--- config.mk ---
export PLATFORM = sky130hd
export DESIGN_NAME = pwm_capture
export DESIGN_NICKNAME = d
export VERILOG_FILES = /design/src/rtl/pwm_capture.sv
export SDC_FILE = /design/constraint.sdc
export NUM_CORES = 1
export LEC_CHECK = 0
export ABC_AREA = 1
export CELL_PAD_IN_SITES_DETAIL_PLACEMENT = 0
export CELL_PAD_IN_SITES_GLOBAL_PLACEMENT = 1
export CORE_AREA = 2 2 128 105
export CTS_CLUSTER_SIZE = 24
export DETAILED_ROUTE_END_ITERATION = 10
export DIE_AREA = 0 0 130 107
export PLACE_DENSITY_LB_ADDON = 0.1
export SYNTH_ARGS = -nofsm -noshare
export SYNTH_HDL_FRONTEND = slang
export SYNTH_SLANG_ARGS = --single-unit
--- constraint.sdc ---
create_clock -name i_clk -period 2.5 [get_ports i_clk]
set_input_delay 0.5 -clock i_clk [delete_from_list [all_inputs] [get_ports i_clk]]
set_output_delay 0.5 -clock i_clk [all_outputs]
set_load 0.05 [all_outputs]
--- src/rtl/pwm_capture.sv ---
// PWM period / high-time capture for an upstream timer's PWM output.
// Registers are read through a one-cycle-latency select port.
module pwm_capture #(
   parameter int unsigned CW = 16
) (
   input  logic          i_clk,
   input  logic          i_rst,
   input  logic          i_pwm,
   input  logic          i_timer_end,
   input  logic          i_clr,
   input  logic          i_rd,
   input  logic [1:0]    i_raddr,
   output logic [CW-1:0] o_rdata,
   output logic          o_rvalid,
   output logic          o_busy,
   output logic          o_done,
   output logic          o_ovf
);

   typedef enum logic [1:0] {
      IDLE = 2'd0,
      HIGH = 2'd1,
      LOW  = 2'd2,
      DONE = 2'd3
   } state_t;

   localparam logic [CW-1:0] CNT_MAX = {CW{1'b1}};
   localparam logic [CW-1:0] CNT_ONE = CW'(1);

   state_t        state_q;
   state_t        state_d;
   logic          pwm_d;
   logic          rise;
   logic          fall;

   logic [CW-1:0] per_cnt;
   logic [CW-1:0] hi_cnt;
   logic [CW-1:0] pulse_cnt;
   logic [CW-1:0] per_reg;
   logic [CW-1:0] hi_reg;

   logic [CW-1:0] per_cnt_nxt;
   logic [CW-1:0] hi_cnt_nxt;
   logic [CW-1:0] pulse_cnt_nxt;
   logic [CW-1:0] per_reg_nxt;
   logic [CW-1:0] hi_reg_nxt;
   logic          ovf_nxt;
   logic          done_nxt;
   logic          busy_nxt;
   logic [CW-1:0] rdata_nxt;

   logic          per_inc;
   logic          hi_inc;
   logic          pulse_inc;
   logic          latch;
   logic          reload;

   assign rise = i_pwm & ~pwm_d;
   assign fall = ~i_pwm & pwm_d;

   // State register
   always_ff @(posedge i_clk) begin
      if (i_rst) begin
         state_q <= IDLE;
      end else begin
         state_q <= state_d;
      end
   end

   // Next-state logic; end-of-sequence wins over an edge in the same cycle
   always_comb begin
      state_d = state_q;
      if (i_clr) begin
         state_d = IDLE;
      end else begin
         case (state_q)
            IDLE, DONE: if (rise) state_d = HIGH;
            HIGH: begin
               if (i_timer_end)  state_d = DONE;
               else if (fall)    state_d = LOW;
            end
            LOW: begin
               if (i_timer_end)  state_d = DONE;
               else if (rise)    state_d = HIGH;
            end
            default:             state_d = IDLE;
         endcase
      end
   end

   // Measurement datapath and registered-output next values
   always_comb begin
      per_inc       = 1'b0;
      hi_inc        = 1'b0;
      pulse_inc     = 1'b0;
      latch         = 1'b0;
      reload        = 1'b0;
      per_cnt_nxt   = per_cnt;
      hi_cnt_nxt    = hi_cnt;
      pulse_cnt_nxt = pulse_cnt;
      per_reg_nxt   = per_reg;
      hi_reg_nxt    = hi_reg;
      ovf_nxt       = o_ovf;

      case (state_q)
         IDLE, DONE: begin
            if (rise) begin
               reload        = 1'b1;
               pulse_cnt_nxt = '0;
            end
         end
         HIGH: begin
            if (i_timer_end) begin
               latch     = 1'b1;
               pulse_inc = 1'b1;
            end else begin
               per_inc = 1'b1;
               hi_inc  = i_pwm;
            end
         end
         LOW: begin
            if (rise) begin
               latch     = 1'b1;
               pulse_inc = 1'b1;
               reload    = 1'b1;
            end else if (i_timer_end) begin
               latch     = 1'b1;
               pulse_inc = 1'b1;
            end else begin
               per_inc = 1'b1;
            end
         end
         default: ;
      endcase

      if (latch) begin
         per_reg_nxt = per_cnt;
         hi_reg_nxt  = hi_cnt;
      end
      if (reload) begin
         per_cnt_nxt = CNT_ONE;
         hi_cnt_nxt  = CNT_ONE;
      end

      // Saturating increments; any attempt at the ceiling flags overflow
      if (per_inc) begin
         if (per_cnt == CNT_MAX) ovf_nxt = 1'b1;
         else                    per_cnt_nxt = per_cnt + CNT_ONE;
      end
      if (hi_inc) begin
         if (hi_cnt == CNT_MAX)  ovf_nxt = 1'b1;
         else                    hi_cnt_nxt = hi_cnt + CNT_ONE;
      end
      if (pulse_inc) begin
         if (pulse_cnt == CNT_MAX) ovf_nxt = 1'b1;
         else                      pulse_cnt_nxt = pulse_cnt + CNT_ONE;
      end

      if (i_clr) begin
         per_cnt_nxt   = '0;
         hi_cnt_nxt    = '0;
         pulse_cnt_nxt = '0;
         per_reg_nxt   = '0;
         hi_reg_nxt    = '0;
         ovf_nxt       = 1'b0;
      end

      done_nxt = (state_d == DONE) && (state_q != DONE);
      busy_nxt = (state_d == HIGH) || (state_d == LOW);
   end

   // Read mux samples pre-update state so clear/latch cycles return old values
   always_comb begin
      rdata_nxt = o_rdata;
      if (i_rd) begin
         case (i_raddr)
            2'd0:    rdata_nxt = per_reg;
            2'd1:    rdata_nxt = hi_reg;
            2'd2:    rdata_nxt = pulse_cnt;
            default: rdata_nxt = CW'({state_q, o_ovf, o_busy});
         endcase
      end
   end

   // Datapath and output registers
   always_ff @(posedge i_clk) begin
      if (i_rst) begin
         pwm_d     <= 1'b0;
         per_cnt   <= '0;
         hi_cnt    <= '0;
         pulse_cnt <= '0;
         per_reg   <= '0;
         hi_reg    <= '0;
         o_rdata   <= '0;
         o_rvalid  <= 1'b0;
         o_busy    <= 1'b0;
         o_done    <= 1'b0;
         o_ovf     <= 1'b0;
      end else begin
         pwm_d     <= i_pwm;
         per_cnt   <= per_cnt_nxt;
         hi_cnt    <= hi_cnt_nxt;
         pulse_cnt <= pulse_cnt_nxt;
         per_reg   <= per_reg_nxt;
         hi_reg    <= hi_reg_nxt;
         o_rdata   <= rdata_nxt;
         o_rvalid  <= i_rd;
         o_busy    <= busy_nxt;
         o_done    <= done_nxt;
         o_ovf     <= ovf_nxt;
      end
   end

endmodule

======== Word-level counts from Yosys, hierarchy flattened ========
Cells that the tools add are included.
W data, S select, Z words.
cells by class
  add/sub/neg operators ................... 3
  $mul .................................... 0
  div/mod/pow operators ................... 0
  $lt $le $gt $ge ......................... 0
  eq/ne operators ......................... 12
  shift operators ......................... 0
  mux-type cells .......................... 33
  bitwise operators ....................... 4
  reduce and logical (&&, ||, !) cells .... 7
operators with widths
  cell                     number
  $mux W16                 10
  $add A16 B1 Y16 const B  3
  $eq A16 B16 Y1 const B   3
  $pmux W16 S3             1
  $mux W1                  14
  $eq A2 B2 Y1 const B     5
  $mux W2                  5
  $eq A2 B1 Y1 const B     3
  $pmux W2 S3              1
  $logic_not A2 Y1         2
  $pmux W1 S2              2
  $reduce_or A2 Y1         2
  $reduce_or A3 Y1         1
  $and A1 B1 Y1            2
  $ne A2 B2 Y1 const B     1
  $not A1 Y1               2
  $logic_and A1 B1 Y1      1
  $logic_or A1 B1 Y1       1
word-level totals
  flip-flop bits (word level) ............. 103
  bits in latches ......................... 0
  bits in writable memories ............... 0
  memory bits (read-only) ................. 0
  input bits .............................. 8
  memories kept ........................... 0

======== Depth between registers and ports, before layout ========
  word-level depth ........................ 9
  depth in mapped cells ................... 11

======== Worst setup path before layout ========
Ideal clock, no wire load.
  kind .................................... reg-to-reg
  start point ............................. register state_q[0]
  end point ............................... register o_busy
  setup time .............................. 128 ps
  arrival time ............................ 1,703 ps
  required time ........................... 2,372 ps
  slack ................................... 669 ps
  cell stages (with the launch flop) ...... 10
  clock period less this slack ............ 1,831 ps
  path through ............................ dfxtp_1 inv_1 ha_1 inv_1 nand3_1 buf_2 a21oi_1 ha_1 inv_1 nor2_1
between the ends
  longest elaborated chain between the ends .. 6
ends and longest elaborated chain
  what                                                 line  RTL
  start: declaration                                   30    state_t state_q;
  start signal: assignment                             66    state_q <= state_d;
  $eq A2 B2 Y1 (tied with other cells)                 76    case (state_q)
  $reduce_or A2 Y1 (tied with other cells)             76
  $pmux W2 S3 *                                        76
  $mux W2 *                                            73    if (i_clr) begin
  named net state_d[0]                                 31    state_t state_d;
  $eq A2 B1 Y1 / $eq A2 B2 Y1 (equally long branches)  169   busy_nxt = (state_d == HIGH) || (state_d == LOW);
  $logic_or A1 B1 Y1 *                                 169
  named net busy_nxt                                   49    logic busy_nxt;
  end signal: assignment                               208   o_busy <= busy_nxt;
  end: declaration                                     15    output logic o_busy,
Mark *: on every way through the listed nets, which the timed path passes. The rest lies on a longest branch.
A chain may end at the register's enable or synchronous reset.

======== Final worst setup path ========
  start point ............................. register state_q[0]
  end point ............................... register pulse_cnt[4]
between the ends
  longest elaborated chain between the ends .. 5
ends and longest elaborated chain
  what                                                     line  RTL
  $eq A2 B2 Y1 / $logic_not A2 Y1 (equally long branches)  105   case (state_q)
  $reduce_or A2 Y1                                         105
  $mux W16                                                 105
  $mux W16                                                 155   if (pulse_cnt == CNT_MAX) ovf_nxt = 1'b1;
  $mux W16 *                                               154   if (pulse_inc) begin
  end signal: assignment                                   203   pulse_cnt <= pulse_cnt_nxt;
  end: declaration                                         38    logic [CW-1:0] pulse_cnt;
Every way passes the cells marked *; elsewhere a longest branch is shown, timed or not.

==> flow_summary.toml <==
[global_route]
gr-total-overflow = 0
grt_pass1_wl_mm = 24.5
gr-usage-met1_pct = 32.6
grtUsageMet3_pct = 3.69
gr-usage-met2_pct = 35.6
antenna_found_initial = 0
grt_start_max_net_pins = 40
gr-max-usage-layer = "met2"
grtUsageTotal_pct = 22.6
grt_pass1_vias = 4773

[power_and_ir_drop]
combPwrFrac_pct = 5.9
power_frac_clock_pct = 45.1
switchingPower_mw = 0.797
p_seq_share_pct = 49.0
p_int_mw = 2.59
ir_worst_vdd_mv = 0.325
leakage_nw = 2.15
swShare_pct = 23.5
p_per_area_nw_per_um2 = 557

[routing]
wl_per_cell_um = 14.8
route.detailed.drc = 0
vias = 5146
finalWirelength_mm = 14.9
drtPass1Iterations = 7
vias_per_cell = 5.13
drt_iter0_markers = 371
antenna_left = 0

[floorplan]
dieWidth_um = 130
die_h_um = 107
io_pins = 28
die_area_um2 = 13900
std_cell_rows = 37
start_util_pct = 42.0
coreArea_um2 = 12600

[timing]
fin_crit_ns = 2.16
tns_ns = 0
fmax_mhz = 464
maxSlewHeadroom_pct = 37.7
hold_slack_ns = 0.460
finalCritPeriodShare_pct = 86.2
hold_viol = 0
rsz0062_at_grt = "false"
worst-slew-pin-transition_ns = 0.934
finalMaxSlewViolations = 0
fin_ws_ns = 0.344
finalSetupViolCount = 0
clock_skew_ns = 0.00734

[clocking]
clockBufferDepth = 2
htree_levels = 3
cts_setup_buffers = 0
clkTransAtPathRegs_ns = 0.07
cts_tree = "built"
clock_sinks = 103
hold_buffers = 0
root_buffer = "clkbuf_16"
cts-resized-gates = 0
cts_buffers = 9
clk_latency_ns = 0.35

[yosys]
avgSynthCellArea_um2 = 6.64
synth.cell_area_um2 = 5310
ys_seq_area_share_pct = 38.8
ys_warn_count = 0
yosys.area.top_type = "dfxtp_1"
synthDistinctLibCells = 35
netlist.area_leader.share_pct = 38.8
ys_ff_latch = 103
synth.area.top_cells = "dfxtp_1, nand2_1, a21oi_1, inv_1, nor2_1"
syn_inst = 800
syn_nets = 816

[status]
outcome = "completed"

[final_layout]
multi_input_area_um2 = 2730
syn_to_final_growth_pct = 14.6
num-fill-cells = 1315
design_area_um2 = 6090
final_common_cell = "nand2_1"
nNetsFinal = 840
ff_latch_area_um2 = 2060
diodes = 0
instances_no_fill = 1003
final_cell_mix = "nand2_1, dfxtp_1, inv_1"
drive_above_1_share_pct = 7.25

[worst_setup_path]
crit_fanout = 15
critPathCaptureType = "flop"
crit_path_end = "pulse_cnt[4]$_SDFF_PP0_"
startpoint = "state_q[0]$_SDFF_PP0_"
crit_arrival_ns = 2.41
rrSetupSlack_ns = 0.34
cp-start-kind = "flop"
r2r_end = "pulse_cnt[4]$_SDFF_PP0_"
path_class = "reg2reg"
r2r-start = "state_q[0]$_SDFF_PP0_"
ff2ff_path_depth = 10
cp.required_ns = 2.75

[placement]
io_buffer_count = 27
dp_hpwl_mm = 11.3
place.gp.congestion = 0.872
dp.cells = 988
preCtsSetupSlack_ns = 0.168
postPlaceCellArea_um2 = 5770

[hold_path]
hp-class = "reg2reg"

[run]
cap_violations = 0
## worst min-delay path by stage
stage / startpoint / endpoint / slack (ns) / cells after the start
after floorplan: hi_reg[0]$_SDFFE_PP0N_ / hi_reg[0]$_SDFFE_PP0N_ / 0.43 / 2
after global placement: hi_reg[6]$_SDFFE_PP0N_ / hi_reg[6]$_SDFFE_PP0N_ / 0.45 / 2
after detailed placement: hi_reg[8]$_SDFFE_PP0N_ / hi_reg[8]$_SDFFE_PP0N_ / 0.45 / 2
after CTS: hi_reg[8]$_SDFFE_PP0N_ / hi_reg[8]$_SDFFE_PP0N_ / 0.46 / 2
after global routing: per_reg[8]$_SDFFE_PP0N_ / per_reg[8]$_SDFFE_PP0N_ / 0.49 / 2
final: per_reg[8]$_SDFFE_PP0N_ / per_reg[8]$_SDFFE_PP0N_ / 0.46 / 2
## cell families after synthesis
kind of cell / count (synthesis) / synth area share, %
xor+xnor: 5 / 0.824
simple gates: 392 / 32.3
buf+inv: 127 / 9.77
compound gates: 165 / 16.4
fa+ha+maj: 8 / 1.88
flops: 103 / 38.8
## metrics by stage
stage | util, % | power (mW)
floorplan | - | 1.83
global placement | 45.6 | 1.90
detailed placement | 45.6 | 1.90
CTS | 48.2 | 3.44
global route | 48.2 | 3.53
finish | 48.2 | 3.39
## cell type report
class / instances / share of cell area [%]
well taps: 175 / 3.60
repair buffers: 43 / 6.41
flip-flops and latches: 103 / 33.9
multi-input cells: 570 / 44.9
clock inverters: 6 / 1.54
inverters: 97 / 5.98
clock buffers: 9 / 3.70
## metal layers
metal / up-vias / wire (µm)
met3: 11 / 660
met5: - / 0
met2: 108 / 6630
met1: 2375 / 7450
met4: 0 / 130
li1: 2652 / -
## power by group through the flow
stage | registers, mW | clock network, mW | logic, mW
floorplan | 1.72 | 0 | 0.109
global placement | 1.70 | 0 | 0.198
detailed placement | 1.70 | 0 | 0.199
CTS | 1.66 | 1.58 | 0.200
global route | 1.66 | 1.65 | 0.222
finish | 1.66 | 1.53 | 0.200
## critical path, stage by stage (launching register included)
cell and delay (ns):
dfxtp_1 0.46, inv_1 0.07, ha_1 0.36, inv_1 0.17, nand3_1 0.17, inv_2 0.22, nand2_4 0.15, inv_2 0.19
nand2_1 0.10, nor2_1 0.11, nor2_1 0.04
## cells in the mapped netlist
cell type / instances
nand2_1: 186
dfxtp_1: 103
inv_1: 93
nor2_1: 87
a21oi_1: 85
o21ai_0: 60
nand3_1: 59
nor3_1: 20
nand4_1: 14
buf_2: 12
clkbuf_1: 12
ha_1: 8
o22ai_1: 8
nand2_2: 7
nor2_2: 7
o211ai_1: 5
a31oi_1: 4
nand3_2: 4
buf_6: 3
inv_2: 3
xnor2_1: 3
nor2_4: 2
or2_2: 2
xor2_1: 2
a21oi_4: 1
and2_1: 1
buf_1: 1
buf_4: 1
clkbuf_2: 1
clkinv_1: 1
nand2_4: 1
nand3b_1: 1
nand4_4: 1
o21a_1: 1
o221ai_1: 1
Power figures use the tool's default switching activity.
